$ cat config.mk
export PLATFORM = sky130hd
export DESIGN_NAME = fifo_reader
export DESIGN_NICKNAME = d
export VERILOG_FILES = /design/src/rtl/fifo_reader.sv
export SDC_FILE = /design/constraint.sdc
export NUM_CORES = 1
export LEC_CHECK = 0
export CAP_MARGIN = 5
export CELL_PAD_IN_SITES_DETAIL_PLACEMENT = 1
export CELL_PAD_IN_SITES_GLOBAL_PLACEMENT = 1
export CORE_ASPECT_RATIO = 0.75
export CORE_UTILIZATION = 36
export DETAILED_ROUTE_END_ITERATION = 12
export GPL_ROUTABILITY_DRIVEN = 0
export HOLD_SLACK_MARGIN = 0.08
export PLACE_DENSITY = 0.86
export SLEW_MARGIN = 0
export SYNTH_ARGS = -nofsm -noshare
export SYNTH_HDL_FRONTEND = slang
export SYNTH_SLANG_ARGS = --single-unit
$ cat constraint.sdc
create_clock -name clk -period 3.6 [get_ports clk]
set_input_delay 0.72 -clock clk [delete_from_list [all_inputs] [get_ports clk]]
set_output_delay 0.72 -clock clk [all_outputs]
set_load 0.005 [all_outputs]
$ cat src/rtl/fifo_reader.sv
// fifo_reader: pops a FIFO into a 2-entry buffer and serves a valid/ready stream.
// flush drops buffered words and drains the FIFO without counting them.
module fifo_reader #(
  parameter int WIDTH = 8,
  parameter int CNTW  = 16
) (
  input  logic             clk,
  input  logic             rst,
  input  logic             fifo_empty,
  input  logic [WIDTH-1:0] fifo_data,
  output logic             fifo_pop,
  output logic             out_valid,
  input  logic             out_ready,
  output logic [WIDTH-1:0] out_data,
  input  logic             flush,
  output logic             busy,
  output logic [CNTW-1:0]  count
);

  localparam logic [1:0] IDLE   = 2'd0;
  localparam logic [1:0] STREAM = 2'd1;
  localparam logic [1:0] FLUSH  = 2'd2;

  logic [1:0]       state;
  logic [1:0]       occ;
  logic [WIDTH-1:0] head;
  logic [WIDTH-1:0] tail;
  logic [CNTW-1:0]  cnt;

  logic             hs;
  logic [1:0]       occ_d;
  logic [1:0]       occ_n;
  logic [WIDTH-1:0] head_n;
  logic [WIDTH-1:0] tail_n;

  assign out_valid = (occ != 2'd0) && (state != FLUSH);
  assign out_data  = head;
  assign busy      = (state != IDLE);
  assign count     = cnt;
  assign hs        = out_valid & out_ready;

  always_comb begin
    fifo_pop = 1'b0;
    unique case (1'b1)
      !rst:           fifo_pop = 1'b0;
      state == FLUSH: fifo_pop = !fifo_empty;
      default:        fifo_pop = !fifo_empty && (occ < 2'd2) && !flush;
    endcase
  end

  // Dequeue first, then the popped word lands in the first free slot.
  always_comb begin
    occ_d  = occ - {1'b0, hs};
    head_n = hs ? tail : head;
    tail_n = tail;
    if (fifo_pop) begin
      if (occ_d == 2'd0) head_n = fifo_data;
      else               tail_n = fifo_data;
    end
    occ_n = occ_d + {1'b0, fifo_pop};
  end

  always_ff @(posedge clk) begin
    if (!rst) begin
      state <= IDLE;
      occ   <= 2'd0;
      head  <= '0;
      tail  <= '0;
      cnt   <= '0;
    end else begin
      if (hs) cnt <= cnt + 1'b1;
      if (state == FLUSH) begin
        if (fifo_empty) state <= IDLE;
      end else if (flush) begin
        occ   <= 2'd0;
        state <= FLUSH;
      end else begin
        occ   <= occ_n;
        head  <= head_n;
        tail  <= tail_n;
        state <= (occ_n != 2'd0) ? STREAM : IDLE;
      end
    end
  end

endmodule

==> flow_summary.ini, run 1 <==
[clocking]
cts_root_buf = clkbuf_8
cts_resized = 0
insertion_delay_ps = 290
cts_made_buffers = 5
cts_buffer_depth = 2
ctsHoldBuffers = 0
cts.clk_slew.worst_paths_ps = 70
clock_sinks = 36
post_cts_buffers = 0
cts_tree = built
htree_num_levels = 2

[worst_setup_path]
timing.rr.end = out_data[6]
cp-end-kind = primary output
r2r_cells = 7
ff2ff_setup_slack_ps = 680
cp-start-kind = primary input
rr_startpoint = occ[1]
arrival_ps = 2250
critPathMaxFanout = 8
worstSetupPathType = primary input to primary output
cp.required_ps = 2880

[power]
total_power_uw = 882.8
p_leak_nw = 0.8110
p_per_area_mw_per_mm2 = 380.2
ir_drop_mv = 0.2044

[placement]
hpwl_microns = 3875
io_buffers = 39

[sta]
tightest_slew_ps = 978.7
setup_tns_ps = 0
clock_skew_ps = 8.184
maxSlewHeadroom_pct = 34.25
drv_slew = 0
clock.fmax_mhz = 337.0
rsz0062_at_grt = false
setup_viol = 0
period_minus_slack_ps = 2968
hold_violations = 0
period_share_pct = 82.43

[drt]
num_vias = 1808
drt_iter0_drc = 110
viasPerCell = 5.776
antenna_left = 0
wire_per_inst_microns = 17.58
routed_wl_microns = 5501
drc = 0
drtPass1Iterations = 4

[yosys]
synth_ff_type = dfxtp_1
synth-edff-count = 0
yosys_warnings = 0
seq_area_frac_synth_pct = 39.97
synth-seq-cells = 36
netlist_instances = 219
synth_area_per_cell_sq_um = 8.233
async_flop_share_pct = 0
syn_area_sq_mm = 0.001803
syn_nets = 235
ys_types = 36

[grt]
grt_pass1_vias = 1784
grtUsageTotal_pct = 21.86
grt_pass1_wl_microns = 9087
grt_max_degree = 32
grt_antenna_before_repair = 0
grt_overflow_total = 0

[layout]
diodes = 0
fin_util_pct = 50.22
final_common_cell = clkdlybuf4s50_1
drive_above_1_share_pct = 7.031
area_growth_syn_to_layout_pct = 28.80
layout_common_cells = 39 x clkdlybuf4s50_1, 36 x dfxtp_1, 16 x nor2_1, 16 x a31oi_1, 15 x a21oi_1
fin_nets = 271

[flow_run]
maxCapViolCount = 0

[floorplanning]
start_util_pct = 38.99
coreArea_sq_mm = 0.004624
die-area_sq_mm = 0.005298
row_count = 21
die_x_microns = 83.72
io_pins = 40
die_y_microns = 63.29

[min_path]
min_path_type = flip-flop to flip-flop
hp-start = count[15]
hold_depth = 2
min_to = count[15]

[status]
status = finished clean
registers in the layout, summed over array words and instances (netlist names):
name / cells
count: 16
occ: 2
out_data: 8
state: 2
tail: 8
cells by family (layout without fill, tap and decap cells):
| logic type | count (synthesis) | after routing | synth area share, % |
|---|---|---|---|
| multiplexers | 5 | 5 | 2.776 |
| flip-flops | 36 | 36 | 39.97 |
| XOR/XNOR | 7 | 7 | 3.400 |
| AO/OA/AOI/OAI | 66 | 66 | 22.00 |
| adder cells (fa/ha/maj) | 3 | 3 | 2.082 |
| buffers and inverters | 28 | 65 | 6.801 |
| AND/OR/NAND/NOR | 74 | 74 | 22.97 |
worst max path at each step:
stage | startpoint | cells past startpoint | endpoint | slack [ps]
finish | flush | 5 | fifo_pop | 630
global placement | out_ready | 7 | out_data[4] | 530
CTS | flush | 5 | fifo_pop | 610
detailed placement | out_ready | 7 | out_data[6] | 470
floorplan | out_ready | 8 | out_data[0] | 720
global route | flush | 5 | fifo_pop | 510
cells in the mapped netlist (4+ instances only):
library cell	count	area (sq um)
o21ai_0	13	65.06
a31oi_1	16	100.1
nand3_1	13	65.06
o22ai_1	8	50.05
nor2_1	16	60.06
nand2_1	8	30.03
a22oi_1	9	67.56
xor2_1	4	35.03
nand2b_1	6	37.54
dfxtp_1	36	720.7
or3_1	6	37.54
a21oi_1	15	75.07
inv_1	12	45.04
nand4_1	7	43.79
mux2i_1	5	50.05
clkbuf_1	10	37.54
worst max-delay path: stages:
cell and delay, ps:
clkdlybuf4s50_1 550, nor2_1 190, a21oi_1 80, nor2_1 180, clkdlybuf4s50_1 530
stage by stage:
step,hold WS [ps],cell area (sq um),std cells,worst slack [ps]
5_1_grt,506.4,2322,313,505.1
6_report,476.5,2322,313,632.4
3_5_place_dp,471.8,2232,305,468.4
2_1_floorplan,454.0,1803,219,721.0
3_3_place_gp,455.1,2232,305,525.3
4_1_cts,481.5,2322,313,612.8
power breakdown:
part / internal, mW / total (mW) / switching, mW
clock: 0.156 / 0.301 / 0.145
combinational: 0.0731 / 0.156 / 0.0833
sequential: 0.413 / 0.425 / 0.0127
total: 0.642 / 0.883 / 0.241
per-layer routing:
| metal | vias to the layer above | track usage, % | share of wire [%] |
|---|---|---|---|
| met5 | - | 0 | 0 |
| met2 | 55 | 33.23 | 45 |
| met4 | 0 | 8.475 | 1.7 |
| met1 | 865 | 30.74 | 47 |
| li1 | 878 | - | - |
| met3 | 10 | 3.932 | 5.9 |
cell type report:
class	instances	area (sq um)
fillers	549	2302
multi-input cells	155	959.7
flip-flops and latches	36	720.7
repair buffers	45	435.4
clock buffers	8	90.09
well taps	57	71.32
inverters	12	45.04
Power figures use the tool's default switching activity.
==> run 2, diff against run 1 <==
--- a/config.mk
+++ b/config.mk
@@ -9,11 +9,11 @@
 export CELL_PAD_IN_SITES_DETAIL_PLACEMENT = 1
 export CELL_PAD_IN_SITES_GLOBAL_PLACEMENT = 1
 export CORE_ASPECT_RATIO = 0.75
-export CORE_UTILIZATION = 36
+export CORE_UTILIZATION = 33
 export DETAILED_ROUTE_END_ITERATION = 12
 export GPL_ROUTABILITY_DRIVEN = 0
 export HOLD_SLACK_MARGIN = 0.08
-export PLACE_DENSITY = 0.86
+export PLACE_DENSITY = 0.83
 export SLEW_MARGIN = 0
 export SYNTH_ARGS = -nofsm -noshare
 export SYNTH_HDL_FRONTEND = slang
==> constraint.sdc (replaced) <==
create_clock -name clk -period 2.71 [get_ports clk]
set_input_delay 0.542 -clock clk [delete_from_list [all_inputs] [get_ports clk]]
set_output_delay 0.542 -clock clk [all_outputs]
set_load 0.005 [all_outputs]
==> flow_summary.ini, run 2 (same netlist as run 1, synthesis figures left out) <==
[sta]
hold_violations = 0
setup_viol = 0
timing.final.ws_setup_ps = 116.7
maxSlewHeadroom_pct = 76.29
tightest_slew_ps = 352.4
period_share_pct = 95.69
clock.fmax_mhz = 385.6
rsz0062_at_grt = false
period_minus_slack_ps = 2593
drv_slew = 0
setup_tns_ps = 0
clock_skew_ps = 5.621

[floorplanning]
coreArea_sq_mm = 0.005065
row_count = 22
die_x_microns = 87.35
io_pins = 40
start_util_pct = 35.60
die_y_microns = 66.02
die-area_sq_mm = 0.005766

[drt]
viasPerCell = 5.650
drtPass1Iterations = 4
wire_per_inst_microns = 17.20
num_vias = 1904
drt_iter0_drc = 141
drc = 0
antenna_left = 0
routed_wl_microns = 5795

[grt]
grt_pass1_vias = 1889
grt_antenna_before_repair = 0
grtUsageTotal_pct = 22.02
grt_pass1_wl_microns = 9611
grt_max_degree = 33
grt_overflow_total = 0

[clocking]
insertion_delay_ps = 290
cts_tree = built
cts_buffer_depth = 2
cts_root_buf = clkbuf_8
ctsHoldBuffers = 0
cts.clk_slew.worst_paths_ps = 70
htree_num_levels = 2
post_cts_buffers = 0
cts_resized = 0
cts_made_buffers = 5
clock_sinks = 36

[worst_setup_path]
critPathMaxFanout = 2
cp-end-kind = primary output
cp-start-kind = primary input
cp.required_ps = 2170
max_stage_delay_ps = 560
cpLargestDelayFamily = buffers and inverters
path_cells = clkdlybuf4s50_1 -> nor2_1 -> a21oi_1 -> nor2_1 -> clkdlybuf4s50_1
timing.critical_path.buf_inv = 2
arrival_ps = 2050
worstSetupPathType = primary input to primary output
cp_slowest_cell = clkdlybuf4s50_1

[layout]
layout_common_cells = 39 x clkdlybuf4s50_1, 36 x dfxtp_1, 16 x nor2_1, 16 x a31oi_1, 16 x buf_4
diodes = 0
fin_cells = 337
fin_nets = 281
drive_above_1_share_pct = 10.94
area_growth_syn_to_layout_pct = 34.35
largest_register_ff_count = 16
final_common_cell = clkdlybuf4s50_1

[placement]
dp.cells = 330
dp_slack_ps = -16.30
io_buffers = 39
hpwl_microns = 4155

[power]
p_per_area_mw_per_mm2 = 500.3
p_leak_nw = 0.8658
total_power_mw = 1.212
ir_drop_mv = 0.2131

[flow_run]
maxCapViolCount = 0

[status]
status = finished clean

[min_path]
min_path_type = flip-flop to flip-flop
[run 2: area by class of cell]
class / instances / area, sq um
Clock buffer: 7 / 96.34
Fill cell: 634 / 2643
Inverter: 12 / 45.04
Multi-Input combinational cell: 155 / 959.7
Sequential cell: 36 / 720.7
Tap cell: 72 / 90.09
Timing Repair Buffer: 55 / 510.5
[run 2: power by group]
group / total (mW) / internal [mW] / switching [mW] / leakage [nW]
sequential: 0.565 / 0.548 / 0.0167 / 0.292
clock: 0.421 / 0.226 / 0.194 / 0.0503
combinational: 0.226 / 0.109 / 0.117 / 0.524
[run 2: metal layers]
layer	vias up	global-route usage, %	routed length [microns]
li1	900	-	-
met1	952	29.26	2769
met2	45	35.74	2671
met3	7	3.620	285
met4	0	8.402	69
met5	-	0	0
[run 2: final timing paths]
kind | slack (ps) | cells after the start | end | start
max | 120 | 5 | fifo_pop | flush
min | 480 | 2 | count[15] | count[15]
max reg2reg | 270 | 8 | out_data[0] | occ[0]
min reg2reg | 480 | 2 | count[15] | count[15]
[run 2: stage by stage]
step / util (%) / hold slack [ps] / area, sq um
after floorplan: - / 454.0 / 1803
after global placement: 45.92 / 453.9 / 2326
after detailed placement: 45.92 / 471.6 / 2326
after CTS: 47.83 / 479.1 / 2422
after global routing: 47.83 / 518.6 / 2422
final: 47.83 / 481.7 / 2422
[run 2: worst register-to-register path, delay by kind of cell, from the launching register on]
| kind | cells | cell delay (ps) |
|---|---|---|
| compound gates | 2 | 270 |
| simple gates | 4 | 1250 |
| flops | 1 | 350 |
| fa+ha+maj | 1 | 310 |
| buf+inv | 1 | 130 |
==> run 3, diff against run 2 <==
--- a/config.mk
+++ b/config.mk
@@ -9,11 +9,12 @@
 export CELL_PAD_IN_SITES_DETAIL_PLACEMENT = 1
 export CELL_PAD_IN_SITES_GLOBAL_PLACEMENT = 1
 export CORE_ASPECT_RATIO = 0.75
-export CORE_UTILIZATION = 33
+export CORE_UTILIZATION = 34
+export CTS_BUF_LIST = sky130_fd_sc_hd__clkbuf_2 sky130_fd_sc_hd__clkbuf_4 sky130_fd_sc_hd__clkbuf_8
 export DETAILED_ROUTE_END_ITERATION = 12
 export GPL_ROUTABILITY_DRIVEN = 0
 export HOLD_SLACK_MARGIN = 0.08
-export PLACE_DENSITY = 0.83
+export PLACE_DENSITY = 0.85
 export SLEW_MARGIN = 0
 export SYNTH_ARGS = -nofsm -noshare
 export SYNTH_HDL_FRONTEND = slang
==> flow_summary.ini, run 3 (same netlist as run 1, synthesis figures left out) <==
[clocking]
cts_resized = 0
clock_sinks = 36
post_cts_buffers = 0
cts_made_buffers = 5
cts_root_buf = clkbuf_8
cts.clk_slew.worst_paths_ps = 70
cts_buffer_depth = 2
htree_num_levels = 2
insertion_delay_ps = 300
cts_tree = built
ctsHoldBuffers = 0

[status]
status = finished clean

[drt]
drt_iter0_drc = 121
drtPass1Iterations = 4
viasPerCell = 5.644
wire_per_inst_microns = 17.01
num_vias = 1902
drc = 0
antenna_left = 0
routed_wl_microns = 5731

[power]
cell_internal_pwr_uw = 980.7
pwr-share-comb_pct = 17.1
total_power_mw = 1.315
p_per_area_mw_per_mm2 = 537.8
p_sw_uw = 334.1
swShare_pct = 25.41
p_seq_share_pct = 42.9
ir_drop_mv = 0.2464
p_leak_nw = 0.8753
p_clk_share_pct = 39.9

[layout]
fin_util_pct = 49.07
largest_register_ff_count = 16
drive_above_1_share_pct = 10.94
fillCellCount = 617
layout_common_cells = 39 x clkdlybuf4s50_1, 36 x dfxtp_1, 16 x nor2_1, 16 x a31oi_1
fin_nets = 280
fin_cells = 337
area_growth_syn_to_layout_pct = 35.60
final_common_cell = clkdlybuf4s50_1
diodes = 0

[sta]
hold_violations = 0
period_minus_slack_ps = 2570
timing.final.ws_setup_ps = 140.4
tightest_slew_ps = 399.7
setup_viol = 0
drv_slew = 0
rsz0062_at_grt = false
maxSlewHeadroom_pct = 73.10
clock.fmax_mhz = 389.2
setup_tns_ps = 0
period_share_pct = 94.82
clock_skew_ps = 8.007

[floorplanning]
row_count = 22
start_util_pct = 36.19
io_pins = 40
die_y_microns = 65.07
coreArea_sq_mm = 0.004982
die-area_sq_mm = 0.005601
die_x_microns = 86.09

[worst_setup_path]
r2r_cells = 8
cp_slowest_cell = clkdlybuf4s50_1
arrival_ps = 2030
cp-end-kind = primary output
timing.rr.end = out_data[7]
max_stage_delay_ps = 540
cp-start-kind = primary input
worstSetupPathType = primary input to primary output
critPathMaxFanout = 2
cp.required_ps = 2170
ff2ff_setup_slack_ps = 230
path_cells = clkdlybuf4s50_1 -> nor2_1 -> a21oi_1 -> nor2_1 -> clkdlybuf4s50_1
rr_startpoint = occ[0]

[placement]
io_buffers = 39
dp.cells = 329
hpwl_microns = 4062
dp_slack_ps = -66.73

[grt]
grt_overflow_total = 0
grtUsageTotal_pct = 22.37
grt_antenna_before_repair = 0
grt_pass1_wl_microns = 9459
grt_max_degree = 33
grt_pass1_vias = 1902

[min_path]
min_path_type = flip-flop to flip-flop
min_to = tail[6]
hold_depth = 2
hp-start = tail[6]

[flow_run]
maxCapViolCount = 0
==> run 3: cell types whose count changed in the layout (fill, tap and decap cells not counted) <==
cell | before | now
buf_4 | 16 | 15
bufinv_16 | 0 | 1
==> run 3: final cells by class <==
| cell class | instances | area [sq um] | area share [%] |
|---|---|---|---|
| multi-input combinational | 155 | 959.7 | 39.25 |
| inverter | 12 | 45.04 | 1.842 |
| clock inverter | 1 | 30.03 | 1.228 |
| timing repair buffer | 54 | 503.0 | 20.57 |
| clock buffer | 7 | 96.34 | 3.941 |
| sequential | 36 | 720.7 | 29.48 |
| tap | 72 | 90.09 | 3.685 |
==> run 3: metal layers <==
layer | global-route usage (%) | vias up | part of all wire, %
met5 | 0 | - | 0
met4 | 10.83 | 0 | 1.9
met3 | 4.331 | 10 | 5.5
met2 | 35.22 | 53 | 47
met1 | 29.33 | 937 | 46
li1 | - | 902 | -
==> run 3: worst max-delay path: cells and delay by family <==
family                 cells  cell delay, ps
buffers and inverters      2             970
AND/OR/NAND/NOR            2             390
AO/OA/AOI/OAI              1             120
==> run 3: power groups by stage <==
| stage | registers (mW) | logic (mW) | clock network, mW |
|---|---|---|---|
| CTS | 0.565 | 0.224 | 0.536 |
| global placement | 0.576 | 0.211 | 0 |
| detailed placement | 0.577 | 0.220 | 0 |
| floorplan | 0.574 | 0.114 | 0 |
| global route | 0.567 | 0.242 | 0.564 |
| finish | 0.565 | 0.225 | 0.525 |
==> run 3: worst max path at each step <==
stage	start	to	depth (start not counted)
floorplan	out_ready	out_data[0]	8
global placement	out_ready	out_data[6]	8
detailed placement	out_ready	out_data[7]	8
CTS	flush	fifo_pop	5
global route	flush	fifo_pop	5
finish	flush	fifo_pop	5
==> run 3: per-stage QoR <==
step / instance area [sq um] / hold WS, ps
2_1_floorplan: 1803 / 454.0
3_3_place_gp: 2318 / 454.5
3_5_place_dp: 2318 / 480.7
4_1_cts: 2445 / 489.7
5_1_grt: 2445 / 520.7
6_report: 2445 / 485.2
